--- src/rtl/load_store_unit_pkg.sv ---
// Shared definitions for the load/store unit: funct3 codes, FSM states,
// fault causes and the default bus timeout.
package load_store_unit_pkg;

   localparam int unsigned TIMEOUT_CYC_DEFAULT = 255;

   localparam logic [2:0] F3_B  = 3'b000;
   localparam logic [2:0] F3_H  = 3'b001;
   localparam logic [2:0] F3_W  = 3'b010;
   localparam logic [2:0] F3_BU = 3'b100;
   localparam logic [2:0] F3_HU = 3'b101;

   typedef enum logic [1:0] {
      ST_IDLE = 2'd0,
      ST_WAIT = 2'd1,
      ST_RESP = 2'd2
   } lsu_state_e;

   typedef enum logic [1:0] {
      CAUSE_NONE     = 2'b00,
      CAUSE_MISALIGN = 2'b01,
      CAUSE_TIMEOUT  = 2'b10,
      CAUSE_ILLEGAL  = 2'b11
   } fault_cause_e;

endpackage

--- src/rtl/load_store_unit_if.sv ---
// Handshaked data-memory bus between the load/store unit (master) and memory (slave).
interface load_store_unit_if #(
   parameter int unsigned ADDR_W = 32,
   parameter int unsigned DATA_W = 32
);
   logic                  mem_req;
   logic                  mem_we;
   logic [ADDR_W-1:0]     mem_addr;
   logic [DATA_W-1:0]     mem_wdata;
   logic [DATA_W/8-1:0]   mem_be;
   logic                  mem_ack;
   logic [DATA_W-1:0]     mem_rdata;

   modport master (
      output mem_req, mem_we, mem_addr, mem_wdata, mem_be,
      input  mem_ack, mem_rdata
   );

   modport slave (
      input  mem_req, mem_we, mem_addr, mem_wdata, mem_be,
      output mem_ack, mem_rdata
   );
endinterface

--- src/rtl/load_store_unit_lane_align.sv ---
// Combinational byte-lane steering for stores, lane extraction and sign/zero
// extension for loads, plus illegal-funct3 and misalignment detection.
module load_store_unit_lane_align
   import load_store_unit_pkg::*;
(
   input  logic        write_i,
   input  logic [2:0]  funct3_i,
   input  logic [1:0]  offset_i,
   input  logic [31:0] wdata_i,
   input  logic [31:0] rdata_i,
   output logic [3:0]  be_o,
   output logic [31:0] wdata_o,
   output logic [31:0] rdata_o,
   output logic        misaligned_o,
   output logic        illegal_o
);

   logic [7:0]  lane_bytes [4];
   logic [7:0]  lane_byte;
   logic [15:0] lane_half;

   for (genvar gi = 0; gi < 4; gi++) begin : g_lane
      assign lane_bytes[gi] = rdata_i[8*gi +: 8];
   end

   assign lane_byte = lane_bytes[offset_i];
   assign lane_half = offset_i[1] ? rdata_i[31:16] : rdata_i[15:0];

   // Stores only have B/H/W; loads additionally allow BU/HU.
   assign illegal_o = write_i ? (funct3_i[2] || (funct3_i[1:0] == 2'b11))
                              : ((funct3_i[1:0] == 2'b11) || (funct3_i == 3'b110));

   always_comb begin
      be_o         = 4'b0000;
      wdata_o      = wdata_i;
      misaligned_o = 1'b0;
      case (funct3_i[1:0])
         2'b00: begin
            be_o    = 4'b0001 << offset_i;
            wdata_o = {4{wdata_i[7:0]}};
         end
         2'b01: begin
            be_o         = offset_i[1] ? 4'b1100 : 4'b0011;
            wdata_o      = {2{wdata_i[15:0]}};
            misaligned_o = offset_i[0];
         end
         2'b10: begin
            be_o         = 4'b1111;
            misaligned_o = (offset_i != 2'b00);
         end
         default: ;
      endcase
   end

   always_comb begin
      rdata_o = 32'h0;
      case (funct3_i)
         F3_B:    rdata_o = {{24{lane_byte[7]}}, lane_byte};
         F3_BU:   rdata_o = {24'h0, lane_byte};
         F3_H:    rdata_o = {{16{lane_half[15]}}, lane_half};
         F3_HU:   rdata_o = {16'h0, lane_half};
         F3_W:    rdata_o = rdata_i;
         default: rdata_o = 32'h0;
      endcase
   end

endmodule

--- src/rtl/load_store_unit.sv ---
// Multi-cycle RV32I load/store unit: IDLE/WAIT/RESP FSM, bus timeout counter
// and registered response/bus outputs; stalls the core until each access completes.
module load_store_unit
   import load_store_unit_pkg::*;
#(
   parameter int unsigned ADDR_W      = 32,
   parameter int unsigned DATA_W      = 32,
   parameter int unsigned TIMEOUT_CYC = TIMEOUT_CYC_DEFAULT
) (
   input  logic              clk,
   input  logic              rst_n,
   input  logic              req_valid_i,
   input  logic              req_write_i,
   input  logic [2:0]        req_funct3_i,
   input  logic [ADDR_W-1:0] req_addr_i,
   input  logic [DATA_W-1:0] req_wdata_i,
   output logic              stall_o,
   output logic              resp_valid_o,
   output logic [DATA_W-1:0] resp_rdata_o,
   output logic              fault_o,
   output logic [1:0]        fault_cause_o,
   load_store_unit_if.master mem
);

   localparam int unsigned TMO_W = $clog2(TIMEOUT_CYC + 1);

   lsu_state_e          state_q, state_d;
   logic [TMO_W-1:0]    tmo_q, tmo_d;
   logic [2:0]          funct3_q, funct3_d;
   logic [1:0]          offset_q, offset_d;
   logic                mem_req_q, mem_req_d;
   logic                mem_we_q, mem_we_d;
   logic [ADDR_W-1:0]   mem_addr_q, mem_addr_d;
   logic [DATA_W-1:0]   mem_wdata_q, mem_wdata_d;
   logic [DATA_W/8-1:0] mem_be_q, mem_be_d;
   logic                resp_valid_q, resp_valid_d;
   logic [DATA_W-1:0]   resp_rdata_q, resp_rdata_d;
   logic                fault_q, fault_d;
   fault_cause_e        cause_q, cause_d;

   logic [2:0]          lane_funct3;
   logic [1:0]          lane_offset;
   logic [3:0]          lane_be;
   logic [31:0]         lane_wdata;
   logic [31:0]         lane_rdata;
   logic                lane_misaligned;
   logic                lane_illegal;
   logic                tmo_expired;

   // In IDLE the lane logic checks the live request; in WAIT it extracts
   // load data using the attributes captured when the access was issued.
   assign lane_funct3 = (state_q == ST_IDLE) ? req_funct3_i    : funct3_q;
   assign lane_offset = (state_q == ST_IDLE) ? req_addr_i[1:0] : offset_q;

   load_store_unit_lane_align u_lane_align (
      .write_i      (req_write_i),
      .funct3_i     (lane_funct3),
      .offset_i     (lane_offset),
      .wdata_i      (req_wdata_i),
      .rdata_i      (mem.mem_rdata),
      .be_o         (lane_be),
      .wdata_o      (lane_wdata),
      .rdata_o      (lane_rdata),
      .misaligned_o (lane_misaligned),
      .illegal_o    (lane_illegal)
   );

   assign tmo_expired = (tmo_q == TMO_W'(TIMEOUT_CYC - 1));

   always_ff @(posedge clk or negedge rst_n) begin
      if (!rst_n) begin
         state_q      <= ST_IDLE;
         tmo_q        <= '0;
         funct3_q     <= '0;
         offset_q     <= '0;
         mem_req_q    <= 1'b0;
         mem_we_q     <= 1'b0;
         mem_addr_q   <= '0;
         mem_wdata_q  <= '0;
         mem_be_q     <= '0;
         resp_valid_q <= 1'b0;
         resp_rdata_q <= '0;
         fault_q      <= 1'b0;
         cause_q      <= CAUSE_NONE;
      end else begin
         state_q      <= state_d;
         tmo_q        <= tmo_d;
         funct3_q     <= funct3_d;
         offset_q     <= offset_d;
         mem_req_q    <= mem_req_d;
         mem_we_q     <= mem_we_d;
         mem_addr_q   <= mem_addr_d;
         mem_wdata_q  <= mem_wdata_d;
         mem_be_q     <= mem_be_d;
         resp_valid_q <= resp_valid_d;
         resp_rdata_q <= resp_rdata_d;
         fault_q      <= fault_d;
         cause_q      <= cause_d;
      end
   end

   always_comb begin
      state_d = state_q;
      case (state_q)
         ST_IDLE: if (req_valid_i) state_d = (lane_illegal || lane_misaligned) ? ST_RESP : ST_WAIT;
         ST_WAIT: if (mem.mem_ack || tmo_expired) state_d = ST_RESP;
         ST_RESP: state_d = ST_IDLE;
         default: state_d = ST_IDLE;
      endcase
   end

   // Response fields are only non-zero during the single RESP cycle.
   always_comb begin
      tmo_d        = tmo_q;
      funct3_d     = funct3_q;
      offset_d     = offset_q;
      mem_req_d    = mem_req_q;
      mem_we_d     = mem_we_q;
      mem_addr_d   = mem_addr_q;
      mem_wdata_d  = mem_wdata_q;
      mem_be_d     = mem_be_q;
      resp_valid_d = 1'b0;
      resp_rdata_d = '0;
      fault_d      = 1'b0;
      cause_d      = CAUSE_NONE;
      case (state_q)
         ST_IDLE: begin
            if (req_valid_i) begin
               if (lane_illegal) begin
                  resp_valid_d = 1'b1;
                  fault_d      = 1'b1;
                  cause_d      = CAUSE_ILLEGAL;
               end else if (lane_misaligned) begin
                  resp_valid_d = 1'b1;
                  fault_d      = 1'b1;
                  cause_d      = CAUSE_MISALIGN;
               end else begin
                  mem_req_d   = 1'b1;
                  mem_we_d    = req_write_i;
                  mem_addr_d  = {req_addr_i[ADDR_W-1:2], 2'b00};
                  mem_wdata_d = lane_wdata;
                  mem_be_d    = lane_be;
                  funct3_d    = req_funct3_i;
                  offset_d    = req_addr_i[1:0];
                  tmo_d       = '0;
               end
            end
         end
         ST_WAIT: begin
            tmo_d = tmo_q + TMO_W'(1);
            if (mem.mem_ack) begin
               mem_req_d    = 1'b0;
               resp_valid_d = 1'b1;
               resp_rdata_d = mem_we_q ? '0 : lane_rdata;
            end else if (tmo_expired) begin
               mem_req_d    = 1'b0;
               resp_valid_d = 1'b1;
               fault_d      = 1'b1;
               cause_d      = CAUSE_TIMEOUT;
            end
         end
         default: ;
      endcase
   end

   assign stall_o       = req_valid_i && (state_q != ST_RESP);
   assign resp_valid_o  = resp_valid_q;
   assign resp_rdata_o  = resp_rdata_q;
   assign fault_o       = fault_q;
   assign fault_cause_o = cause_q;

   assign mem.mem_req   = mem_req_q;
   assign mem.mem_we    = mem_we_q;
   assign mem.mem_addr  = mem_addr_q;
   assign mem.mem_wdata = mem_wdata_q;
   assign mem.mem_be    = mem_be_q;

endmodule

--- src/flat_wrapper.sv ---
// flat-port wrapper written by rule: the top's interface ports become plain ports
module load_store_unit_flat import load_store_unit_pkg::*;
#(
   parameter int unsigned ADDR_W      = 32,
   parameter int unsigned DATA_W      = 32,
   parameter int unsigned TIMEOUT_CYC = TIMEOUT_CYC_DEFAULT
)
  (clk, rst_n, req_valid_i, req_write_i, req_funct3_i, req_addr_i, req_wdata_i, stall_o, resp_valid_o, resp_rdata_o, fault_o, fault_cause_o, mem_mem_req, mem_mem_we, mem_mem_addr, mem_mem_wdata, mem_mem_be, mem_mem_ack, mem_mem_rdata);
  load_store_unit_if #(.ADDR_W(ADDR_W), .DATA_W(DATA_W)) mem_i ();
  input  logic clk;
  input  logic rst_n;
  input  logic req_valid_i;
  input  logic req_write_i;
  input  logic [2:0] req_funct3_i;
  input  logic [ADDR_W-1:0] req_addr_i;
  input  logic [DATA_W-1:0] req_wdata_i;
  output logic stall_o;
  output logic resp_valid_o;
  output logic [DATA_W-1:0] resp_rdata_o;
  output logic fault_o;
  output logic [1:0] fault_cause_o;
  output wire logic [$bits(mem_i.mem_req)-1:0] mem_mem_req;
  output wire logic [$bits(mem_i.mem_we)-1:0] mem_mem_we;
  output wire logic [$bits(mem_i.mem_addr)-1:0] mem_mem_addr;
  output wire logic [$bits(mem_i.mem_wdata)-1:0] mem_mem_wdata;
  output wire logic [$bits(mem_i.mem_be)-1:0] mem_mem_be;
  input wire logic [$bits(mem_i.mem_ack)-1:0] mem_mem_ack;
  input wire logic [$bits(mem_i.mem_rdata)-1:0] mem_mem_rdata;
  assign mem_mem_req = mem_i.mem_req;
  assign mem_mem_we = mem_i.mem_we;
  assign mem_mem_addr = mem_i.mem_addr;
  assign mem_mem_wdata = mem_i.mem_wdata;
  assign mem_mem_be = mem_i.mem_be;
  assign mem_i.mem_ack = mem_mem_ack;
  assign mem_i.mem_rdata = mem_mem_rdata;
  load_store_unit #(.ADDR_W(ADDR_W), .DATA_W(DATA_W), .TIMEOUT_CYC(TIMEOUT_CYC)) u_core (.clk(clk), .rst_n(rst_n), .req_valid_i(req_valid_i), .req_write_i(req_write_i), .req_funct3_i(req_funct3_i), .req_addr_i(req_addr_i), .req_wdata_i(req_wdata_i), .stall_o(stall_o), .resp_valid_o(resp_valid_o), .resp_rdata_o(resp_rdata_o), .fault_o(fault_o), .fault_cause_o(fault_cause_o), .mem(mem_i));
endmodule
--- config.mk ---
export PLATFORM = sky130hd
export DESIGN_NAME = load_store_unit_flat
export DESIGN_NICKNAME = d
export VERILOG_FILES = /design/src/rtl/load_store_unit_pkg.sv /design/src/rtl/load_store_unit_if.sv /design/src/rtl/load_store_unit_lane_align.sv /design/src/rtl/load_store_unit.sv /design/src/flat_wrapper.sv
export SDC_FILE = /design/constraint.sdc
export NUM_CORES = 1
export LEC_CHECK = 0
export ABC_CLOCK_PERIOD_IN_PS = 3380
export CAP_MARGIN = 20
export CORE_ASPECT_RATIO = 1.2
export CORE_MARGIN = 8
export CORE_UTILIZATION = 35
export CTS_BUF_LIST = sky130_fd_sc_hd__clkbuf_16
export DETAILED_ROUTE_END_ITERATION = 10
export GPL_TIMING_DRIVEN = 0
export PLACE_DENSITY_LB_ADDON = 0.12
export SLEW_MARGIN = 20
export SYNTH_ARGS = -nofsm -noshare
export SYNTH_HDL_FRONTEND = slang
export SYNTH_SLANG_ARGS = --single-unit
--- constraint.sdc ---
create_clock -name clk -period 3.38 [get_ports clk]
set_input_delay 0.338 -clock clk [delete_from_list [all_inputs] [get_ports clk]]
set_output_delay 0.338 -clock clk [all_outputs]
set_load 0.02 [all_outputs]
### Word-level counts from Yosys, hierarchy flattened

Index checks and enable logic that the tools add are counted.
Widths: inputs -> output; s select.

| storage, ports and cells | value |
|---|---|
| register bits | 119 |
| logic and storage cells | 92 |

| cells by class | value |
|---|---|
| $lt $le $gt $ge | 1 |
| bitwise operators | 3 |
| shifts and indexed selects | 1 |
| reductions and logical operators | 14 |
| add/subtract/negate cells | 1 |
| equal/unequal tests | 16 |
| multiplexer cells | 43 |

Operator list:

| cell | count |
|---|---|
| $pmux 32 s5 | 1 |
| $mux 32 | 3 |
| $pmux 32 s2 | 1 |
| $mux 8 | 5 |
| $bmux 8 s2 | 1 |
| $mux 16 | 1 |
| $mux 2 | 8 |
| $pmux 8 s2 | 1 |
| $mux 1 | 13 |
| $pmux 4 s3 | 1 |
| $eq 3x3->1 const B | 3 |
| $add 8x1->8 const B | 1 |
| $eq 8x8->1 const B | 1 |
| $ne 2x2->1 const B | 4 |
| $pmux 1 s2 | 4 |
| $pmux 2 s2 | 2 |
| $reduce_and 4->1 | 2 |
| $reduce_and 5->1 | 1 |
| $eq 2x1->1 const B | 2 |
| $eq 2x2->1 const B | 2 |
| $logic_not 2->1 | 2 |
| $logic_or 1x1->1 | 4 |
| $mux 4 | 1 |
| $reduce_bool 2->1 | 2 |
| 12 further kinds | 13 |

### Logic depth before layout (Yosys ltp)

Gate-level depths: netlist of the first run.

| depth | value |
|---|---|
| depth in word-level cells | 10 |
| depth in mapped cells | 13 |
| mapped depth without buffers | 10 |

### By module

Synthesis of the first run repeated with hierarchy kept, for this count alone.

| second synthesis, totals | value |
|---|---|
| cells, all modules | 469 |
| area, all modules | 5723.0 um^2 |

By module, submodules not included:

| module | instances | cells each | area each (um^2) |
|---|---|---|---|
| load_store_unit | 1 | 305 | 4591.9 |
| load_store_unit_lane_align | 1 | 164 | 1131.1 |

### Least setup slack after synthesis of the first run

No wires, ideal clock.

| timing path | value |
|---|---|
| path kind | reg-to-reg |
| start point | reg u_core.state_q[1] |
| end point | reg u_core.tmo_q[6] |
| arrival | 3.385 ns |
| setup slack | -0.083 ns |
| stages on the path, launching flop included | 13 |
| required time | 3.302 ns |
| buffers on the path | 3 |
| path through | dfrtp_1 nor2_2 buf_2 mux2_2 clkbuf_1 ha_1 or4_4 o311ai_4 o2111ai_2 and2_4 buf_6 or3_1 a21boi_1 |

| between the ends | value |
|---|---|
| cells in the longest elaborated chain, start to end | 7 |

RTL lines:

| item | line | source |
|---|---|---|
| from (decl) | load_store_unit.sv:27 | `lsu_state_e state_q, state_d;` |
| from (signal assigned) | load_store_unit.sv:86 | `state_q <= state_d;` |
| $logic_not 2->1 | load_store_unit.sv:52, load_store_unit.sv:53, load_store_unit.sv:126 |  |
| $mux 3 | load_store_unit.sv:52 | `assign lane_funct3 = (state_q == ST_IDLE) ? req_funct3_i : funct3_q;` |
| $eq 3x3->1 / $eq 2x2->1 (equally long branches) | load_store_unit_lane_align.sv:31, load_store_unit_lane_align.sv:30 |  |
| $logic_or 1x1->1 (on tied branches) | load_store_unit_lane_align.sv:31, load_store_unit_lane_align.sv:30 |  |
| $mux 1 | load_store_unit_lane_align.sv:30 | `assign illegal_o = write_i ? (funct3_i[2] \|\| (funct3_i[1:0] == 2'b11))` |
| $ne 2x2->1 (no source line) | n/a |  |
| $reduce_and 4->1 (no source line) | n/a |  |
| to (signal assigned) | load_store_unit.sv:87 | `tmo_q <= tmo_d;` |
| to (decl) | load_store_unit.sv:28 | `logic [TMO_W-1:0] tmo_q, tmo_d;` |

Several ways; a longest one is shown, not always the timed one.
A chain may end at the register's enable or synchronous reset.

### Final worst setup path of the first run

| timing path | value |
|---|---|
| start point | reg u_core.state_q[0] |
| end point | reg u_core.tmo_q[6] |

Same word-level chain as after synthesis.

==> out/results.tsv, run 1 <==
metric	value	unit
outcome	finished clean	
wl_per_cell	19.2	microns
synth-seq-cells	119	
rows	49	
drt-total-wl	17.7	mm
drtPass1Iterations	6	
antenna_cells	0	
viasPerCell	5.03	
area_growth	56.3	%
skew	8.94	ps
cts_root_buf	clkbuf_16	
start_util	35.6	%
synth_top_area_cell	dfrtp_1	
hp-class	primary input to asynchronous set/reset pin	
reg2reg_to	u_core.tmo_q[6]	
die_h	151	microns
cp-end-kind	register	
fill_cells	1392	
wl_met2	8.75	mm
cts_buffers	17	
design_area	0.00832	sq mm
slew_headroom	60.3	%
criticalPathCategory	register to register	
async_reset_ff_share	100	%
grt_pass1_vias	5015	
worst_skew_pair.late_latency	410	ps
top_layer	met4	
cp-start-kind	register	
layout_common_cells	clkdlybuf4s50_1 (207), dfrtp_1 (117), nand2_1 (55)	
path_clk_slew	50	ps
dp.cells	885	
grt_use_total	18.4	%
hpwl	13.3	mm
drt_iter0_drc	268	
min_period	3220	ps
min_period_over_period	95.4	%
final_core_util	55.6	%
grt_pass1_wl	27.3	mm
netlist_area	0.00532	sq mm
worst_pin_slew	596	ps
synth_ff_type	dfrtp_1	
layout_commonest_cell	clkdlybuf4s50_1	
ys_seq_area_share	55.9	%
core_area	0.0150	sq mm
nets	816	
clockBufferDepth	2	
die_x	129	microns
vias	4635	
ioPinCount	211	
p_leak	3.58	nW
fin_cells	921	
multi_input_area	0.00222	sq mm
r2r_slack	160	ps
final-seq-area	0.00298	sq mm
met3_length	1.53	mm
clock_sinks	119	
drive_above_1_share	10.6	%
cp_max_fo	11	
antenna_found_initial	0	
max_freq	0.310	GHz
cts_tree	yes	
die_area	0.0194	sq mm
io_buffers	208	
synth_edf_count	0	
drtAntennaViolNets	0	
power_density	925	mW/mm^2
ys_types	51	
fin_tns_setup	0	ps
rr_worst_depth	12	
hold_violations	0	
cts.htree.levels	4	
grt_max_degree	71	
synthCells	471	
setup_viol	0	
yosysWarnings	0	
reg2reg_from	u_core.state_q[0]	
cp.arrival	3560	ps
gp_congestion	0.765	
critPathRequiredTime	3710	ps
place_area	0.00770	sq mm
peakVddDrop	0.342	mV
syn_avg_cell_area	11.3	sq um
slew_violations	0	
cap_violations	0	
wl_met1	7.09	mm
grt_remaining_overflow	0	
drc	0	
ys_top_cells_by_area	dfrtp_1 (56%), mux2_1 (9.3%), nand2_1 (3.9%), a21oi_1 (3.5%), o31ai_1 (2.3%)	
netlist.area_leader.share	55.9	%
p_total	7.70	mW
[timing repair]
action                                 in CTS  in global routing
setup buffers                               1                  4
endpoints found under the hold margin      49                  0
hold buffers                                1                  0
resized for setup                          14                  8
setup endpoints to repair                 113                 36
pin swaps                                   1                  3
[state kept, by name, indices dropped and copies added, names as in the netlist]
| signal | cells |
|---|---|
| u_core.fault_cause_o | 2 |
| u_core.resp_valid_o | 1 |
| u_core.mem.mem_be | 4 |
| u_core.mem.mem_we | 1 |
| u_core.funct3_q | 3 |
| u_core.mem.mem_wdata | 32 |
| u_core.fault_o | 1 |
| u_core.state_q | 2 |
| u_core.mem.mem_addr | 30 |
| u_core.resp_rdata_o | 32 |
| u_core.tmo_q | 8 |
| u_core.mem.mem_req | 1 |
| u_core.offset_q | 2 |
[layout make-up]
class | instances | area share, %
buffer | 31 | 2.14
clock buffer | 17 | 5.11
timing repair buffer | 215 | 25.9
clock inverter | 13 | 0.947
tap | 204 | 3.07
inverter | 7 | 0.316
multi-input combinational | 315 | 26.7
sequential | 119 | 35.8
[layer usage]
layer  up-vias  track usage [%]
li1       2162                -
met1      2257             20.5
met2       193             31.5
met3        23             6.59
met4         0             7.06
met5         -                0
[power breakdown]
| group | internal [mW] | switching (mW) |
|---|---|---|
| clock network | 0.969 | 0.597 |
| logic | 1.78 | 2.15 |
| registers | 1.93 | 0.272 |
| total | 4.68 | 3.02 |
[worst max path at each step]
stage                      start                      end  slack, ps  depth (start not counted)
6_report       u_core.state_q[0]          u_core.tmo_q[6]        160                         12
5_1_grt        u_core.state_q[0]  u_core.resp_rdata_o[28]         -7                         13
4_1_cts        u_core.state_q[1]  u_core.resp_rdata_o[28]         30                         12
3_5_place_dp   u_core.state_q[1]   u_core.resp_rdata_o[1]       -580                         12
3_3_place_gp               rst_n   u_core.resp_rdata_o[6]      -2830                          1
2_1_floorplan  u_core.state_q[1]          u_core.tmo_q[6]         30                         12
[synthesized netlist by cell type, types with 5 or more instances]
cell type	n
a22oi_1	7
o31ai_1	16
ha_1	6
mux2_2	9
clkbuf_1	13
buf_2	12
nand2_1	55
or3_1	5
a21boi_1	5
a222oi_1	7
a221oi_1	9
dfrtp_1	119
inv_1	7
o21ai_0	11
o21ai_1	11
a21oi_1	37
nor2_1	28
nand3_1	7
mux2_1	44
and3_1	11
mux2i_1	5
[logic make-up after synthesis]
group	share of synthesized area [%]
compound gates	16.3
other cells	0.0705
simple gates	10.6
mux	12.2
flops	55.9
fa+ha+maj	1.41
xor+xnor	0.165
buf+inv	3.31
[worst max-delay path: stages (launching register included)]
cell	delay (ps)
dfrtp_2	440
nor2_4	140
buf_8	150
mux2_4	330
clkbuf_8	190
ha_4	200
or4_4	550
o311ai_4	120
a31oi_1	190
and2_4	210
buf_6	130
or3_1	340
a21boi_1	150
[metrics by stage]
| stage | worst slack (ps) | hold slack, ps |
|---|---|---|
| after floorplan | 34.6 | 42.4 |
| after global placement | -2830 | 462 |
| after detailed placement | -576 | 317 |
| after CTS | 30.5 | 450 |
| after global routing | -6.80 | 490 |
| final | 156 | 433 |
No activity file was read; power rests on OpenSTA's default activity.
==> run 2: changes to the inputs <==
--- a/config.mk
+++ b/config.mk
@@ -5,10 +5,10 @@
 export SDC_FILE = /design/constraint.sdc
 export NUM_CORES = 1
 export LEC_CHECK = 0
-export ABC_CLOCK_PERIOD_IN_PS = 3380
+export ABC_CLOCK_PERIOD_IN_PS = 3200
 export CAP_MARGIN = 20
 export CORE_ASPECT_RATIO = 1.2
-export CORE_MARGIN = 8
+export CORE_MARGIN = 10
 export CORE_UTILIZATION = 35
 export CTS_BUF_LIST = sky130_fd_sc_hd__clkbuf_16
 export DETAILED_ROUTE_END_ITERATION = 10
==> constraint.sdc (replaced) <==
create_clock -name clk -period 3.2 [get_ports clk]
set_input_delay 0.32 -clock clk [delete_from_list [all_inputs] [get_ports clk]]
set_output_delay 0.32 -clock clk [all_outputs]
set_load 0.02 [all_outputs]
==> out/results.tsv, run 2 (synthesis gave the netlist of run 1 again) <==
metric	value	unit	change
outcome	finished clean		unchanged
hold_violations	0		unchanged
cts_root_buf	clkbuf_16		unchanged
min_period_over_period	96.8	%	was 95.4%
worstPathCellList	nor2_4 -> buf_6 -> mux2_4 -> buf_8 -> ha_4 -> or4_4 -> o311ai_4 -> o2111ai_2 -> and2_4 -> buf_6 -> or3_1 -> a21boi_1		was nor2_4 -> buf_8 -> mux2_4 -> clkbuf_8 -> ha_4 -> or4_4 -> o311ai_4 -> a31oi_1 -> and2_4 -> buf_6 -> or3_1 -> a21boi_1
critPathTopFamily	simple AND/OR/NAND/NOR gates		unchanged
viasPerCell	5.01		was 5.03
area_growth	56.4	%	was 56.3%
power_density	971	mW/mm^2	was 925 mW/mm^2
fin_tns_setup	0	ps	unchanged
ioPinCount	211		unchanged
cp-end-kind	register		unchanged
layout_common_cells	clkdlybuf4s50_1 (207), dfrtp_1 (117), nand2_1 (55)		unchanged
clockBufferDepth	2		unchanged
grt_pass1_wl	28.9	mm	was 27.3 mm
worst_skew_pair.late_latency	410	ps	about the same
slew_headroom	59.9	%	was 60.3%
criticalPathCategory	register to register		unchanged
min_period	3100	ps	was 3220 ps
cts_buffers	17		unchanged
gp_congestion	0.813		was 0.765
die_x	133	microns	was 129 microns
nets	817		was 816
antenna_found_initial	0		unchanged
cp_common_cell	buf_6		
die_area	0.0206	sq mm	was 0.0194 sq mm
cp_max_fo	11		unchanged
clock_sinks	119		unchanged
cts.htree.levels	4		unchanged
max_stage_delay	550	ps	about the same
path_clk_slew	50	ps	about the same
slew_violations	0		unchanged
die_h	155	microns	was 151 microns
cts_tree	yes		unchanged
critPathBufInv	3		unchanged
drc	0		unchanged
core_area	0.0150	sq mm	unchanged
skew	8.02	ps	was 8.94 ps
grt_max_degree	77		was 71
wl_per_cell	19.5	microns	was 19.2 microns
hp-class	primary input to asynchronous set/reset pin		unchanged
peakVddDrop	0.330	mV	was 0.342 mV
rows	49		unchanged
io_buffers	208		unchanged
layout_commonest_cell	clkdlybuf4s50_1		unchanged
p_leak	3.59	nW	was 3.58 nW
drt_iter0_drc	297		was 268
drt-total-wl	18.0	mm	was 17.7 mm
grt_pass1_vias	5100		was 5015
cap_violations	0		unchanged
setup_viol	0		unchanged
drive_above_1_share	11.7	%	was 10.6%
drtPass1Iterations	7		was 6
vias	4618		was 4635
final_core_util	55.7	%	was 55.6%
drtAntennaViolNets	0		unchanged
worst_pin_slew	601	ps	was 596 ps
grt_use_total	17.7	%	was 18.4%
critical_path.slowest_cell	or4_4		unchanged
grt_remaining_overflow	0		unchanged
rsz0062_at_grt	no		
max_freq	0.323	GHz	was 0.310 GHz
antenna_cells	0		unchanged
critPathRequiredTime	3530	ps	was 3710 ps
hpwl	13.7	mm	was 13.3 mm
start_util	35.6	%	unchanged
cp.arrival	3430	ps	was 3560 ps
cp-start-kind	register		unchanged
[run 2: cell types whose count changed in the layout (fill, tap and decap cells not counted), sizes merged]
cell    before  now
buf         24   28
clkbuf      31   28
clkinv       6    8
bufinv       1    0
inv         13   12
[run 2: final timing paths]
kind	startpoint	endpoint	slack, ps	depth (start not counted)
min in group clk	u_core.mem.mem_wdata[14]	u_core.mem.mem_wdata[14]	470	2
min	rst_n	u_core.mem.mem_addr[16]	400	2
min reg2reg	u_core.mem.mem_wdata[14]	u_core.mem.mem_wdata[14]	470	2
max reg2reg	u_core.state_q[0]	u_core.tmo_q[6]	100	12
max	u_core.state_q[0]	u_core.tmo_q[6]	100	12
max in group asynchronous	rst_n	u_core.resp_rdata_o[12]	2070	3
[run 2: per-stage QoR]
stage          cells  area [sq um]  total power, mW  setup WS [ps]  hold WS (ps)
6_report         922          8330             8.08            101           402
5_1_grt          922          8330             8.63           1.35           420
4_1_cts          921          8270             8.11          0.596           410
3_5_place_dp     885          7710             6.41           -544           278
3_3_place_gp     884          7680             6.32          -2930           462
2_1_floorplan    472          5350             4.66           21.6          24.4
[run 2: power breakdown]
part | total (mW) | switching (mW) | leakage, nW | internal [mW]
Combinational | 4.19 | 2.29 | 1.81 | 1.91
Sequential | 2.32 | 0.284 | 1.52 | 2.04
Clock | 1.57 | 0.626 | 0.258 | 0.943
[run 2: timing repair]
action,CTS,global route
gates resized for setup,9,20
pin swaps,2,5
hold buffers,1,0
hold endpoints to repair,43,0
setup buffers,5,2
endpoints found under the setup margin,112,53
[run 2: layer usage]
layer  vias to the layer above  wire length [microns]  part of all wire [%]  global-route usage [%]
met4                         0                    269                   1.5                    6.14
met2                       157                   9210                    51                    30.5
met1                      2270                   7240                    40                    20.0
li1                       2173                      -                     -                       -
met3                        18                   1250                   7.0                    6.19
met5                         -                      0                     0                       0
[run 2: area by class of cell]
type                            instances  area, sq um
Fill cell                            1376         6630
Sequential cell                       119         2980
Multi-Input combinational cell        315         2230
Timing Repair Buffer                  217         2170
Clock buffer                           17          425
Tap cell                              204          255
Buffer                                 30          179
Clock inverter                         13         53.8
Inverter                                7         26.3
==> run 3: changes to the inputs <==
--- a/config.mk
+++ b/config.mk
@@ -9,7 +9,7 @@
 export CAP_MARGIN = 20
 export CORE_ASPECT_RATIO = 1.2
 export CORE_MARGIN = 10
-export CORE_UTILIZATION = 35
+export CORE_UTILIZATION = 44
 export CTS_BUF_LIST = sky130_fd_sc_hd__clkbuf_16
 export DETAILED_ROUTE_END_ITERATION = 10
 export GPL_TIMING_DRIVEN = 0
==> out/results.tsv, run 3 (synthesis gave the netlist of run 1 again) <==
metric	value	unit	change
internal_power	5.24	mW	was 4.89 mW
area_growth	57.6	%	was 56.4%
start_util	45.4	%	was 35.6%
critical_path.slowest_cell	or4_4		unchanged
hold_violations	0		unchanged
cp-end-kind	register		unchanged
hp-class	primary input to asynchronous set/reset pin		unchanged
viasPerCell	5.46		was 5.01
met3_usage	7.72	%	was 6.19%
p_sw_share	38.1	%	was 39.5%
drtAntennaViolNets	0		unchanged
critPathRequiredTime	3490	ps	was 3530 ps
die_h	140	microns	was 155 microns
peakVddDrop	0.544	mV	was 0.330 mV
io_buffers	208		unchanged
p_leak	3.63	nW	was 3.59 nW
grt_remaining_overflow	0		unchanged
clockBufferDepth	2		unchanged
power_frac_seq	27.4	%	was 28.7%
layout_common_cells	clkdlybuf4s50_1 (207), dfrtp_1 (117), nand2_1 (55)		unchanged
cp.arrival	3390	ps	was 3430 ps
drtPass1Iterations	8		was 7
setup_viol	0		unchanged
hpwl	13.2	mm	was 13.7 mm
antenna_found_initial	0		unchanged
drt_iter0_drc	401		was 297
max_freq	0.323	GHz	about the same
grt-busiest-layer	met2		unchanged
worstPathCellList	nor2_4 -> buf_6 -> mux2_4 -> clkbuf_8 -> ha_4 -> or4_4 -> o311ai_4 -> buf_12 -> o211ai_4 -> clkbuf_1 -> o31ai_1		was nor2_4 -> buf_6 -> mux2_4 -> buf_8 -> ha_4 -> or4_4 -> o311ai_4 -> o2111ai_2 -> and2_4 -> buf_6 -> or3_1 -> a21boi_1
clock_power_share	22.7	%	was 19.4%
hold_slack	403	ps	was 402 ps
worst_skew_pair.late_latency	410	ps	about the same
wl_per_cell	20.1	microns	was 19.5 microns
cap_violations	0		unchanged
die_x	120	microns	was 133 microns
cp-start-kind	register		unchanged
drt-total-wl	17.6	mm	was 18.0 mm
power_switching	3.23	mW	was 3.20 mW
cts_tree	yes		unchanged
min_period_over_period	96.8	%	about the same
vias	4782		was 4618
skew	6.14	ps	was 8.02 ps
cts_root_buf	clkbuf_16		unchanged
criticalPathCategory	register to register		unchanged
fill_cells	895		was 1376
antenna_cells	0		unchanged
cts_buffers	17		unchanged
drc	0		unchanged
min_period	3100	ps	about the same
power_density	1010	mW/mm^2	was 971 mW/mm^2
final_core_util	71.5	%	was 55.7%
combinationalPowerShare	49.9	%	was 51.9%
grt_max_degree	80		was 77
nets	817		unchanged
grt_use_met1	23.1	%	was 20.0%
path_clk_slew	50	ps	about the same
grt_pass1_vias	5000		was 5100
multi_input_area	0.00223	sq mm	about the same
grt_util_met2	34.4	%	was 30.5%
cts.htree.levels	4		unchanged
drive_above_1_share	12.1	%	was 11.7%
grt_use_total	20.3	%	was 17.7%
slew_headroom	63.1	%	was 59.9%
cp_max_fo	11		unchanged
max_stage_delay	550	ps	about the same
slew_violations	0		unchanged
layout_commonest_cell	clkdlybuf4s50_1		unchanged
final-seq-area	0.00298	sq mm	unchanged
worst_pin_slew	538	ps	was 601 ps
core_area	0.0117	sq mm	was 0.0150 sq mm
outcome	finished clean		unchanged
gp_congestion	0.826		was 0.813
clock_sinks	119		unchanged
die_area	0.0169	sq mm	was 0.0206 sq mm
rows	43		was 49
ioPinCount	211		unchanged
grt_pass1_wl	27.3	mm	was 28.9 mm
-- run 3: worst paths after layout --
path	startpoint	end	slack (ps)	cells after the start
hold / removal	rst_n	u_core.mem.mem_addr[23]	400	2
setup / recovery	u_core.state_q[0]	u_core.mem.mem_wdata[31]	100	11
setup reg to reg	u_core.state_q[0]	u_core.mem.mem_wdata[31]	100	11
min in group clk	u_core.mem.mem_be[1]	u_core.mem.mem_be[1]	470	1
max in group asynchronous	rst_n	u_core.resp_rdata_o[14]	2070	3
hold reg to reg	u_core.mem.mem_be[1]	u_core.mem.mem_be[1]	470	1
-- run 3: metal layers --
layer  wire, microns  vias up  share of wire, %
li1                -     2173                 -
met3            1570       27               8.9
met2            8950      201                51
met1            6800     2381                39
met5               0        -                 0
met4             271        0               1.5
-- run 3: power by group through the flow --
stage | Combinational, mW | Clock, mW | Sequential [mW]
6_report | 4.22 | 1.92 | 2.32
5_1_grt | 4.54 | 2.00 | 2.39
4_1_cts | 4.14 | 1.94 | 2.33
3_5_place_dp | 4.02 | 0 | 2.36
3_3_place_gp | 3.93 | 0 | 2.33
2_1_floorplan | 1.78 | 0 | 2.88
-- run 3: layout make-up --
| cell class | count | area share (%) |
|---|---|---|
| Buffer | 30 | 2.13 |
| Clock buffer | 17 | 5.07 |
| Clock inverter | 14 | 1.98 |
| Inverter | 7 | 0.313 |
| Multi-Input combinational cell | 315 | 26.6 |
| Sequential cell | 119 | 35.5 |
| Tap cell | 157 | 2.34 |
| Timing Repair Buffer | 217 | 26.1 |
-- run 3: repair_timing --
action,CTS,global route
endpoints found under the hold margin,40,0
setup endpoints to repair,112,53
hold buffers,1,0
setup buffers,4,3
pin swaps,1,5
resized for setup,10,15
-- run 3: critical path: cells and delay by family (launching register included) --
| kind | cells | cell delay (ps) |
|---|---|---|
| compound gates | 3 | 590 |
| fa+ha+maj | 1 | 200 |
| simple gates | 2 | 680 |
| buf+inv | 4 | 750 |
| mux | 1 | 320 |
| flops | 1 | 430 |
-- run 3: metrics by stage --
step	cell area (sq um)	power, mW	std cells	setup TNS, ps	setup slack (ps)
after floorplan	5350	4.66	472	0	21.6
after global placement	7630	6.25	837	-344090	-2770
after detailed placement	7650	6.38	838	-20220	-423
after CTS	8320	8.41	874	0	21.9
after global routing	8390	8.93	876	-23.5	-16.4
final	8390	8.47	876	0	102
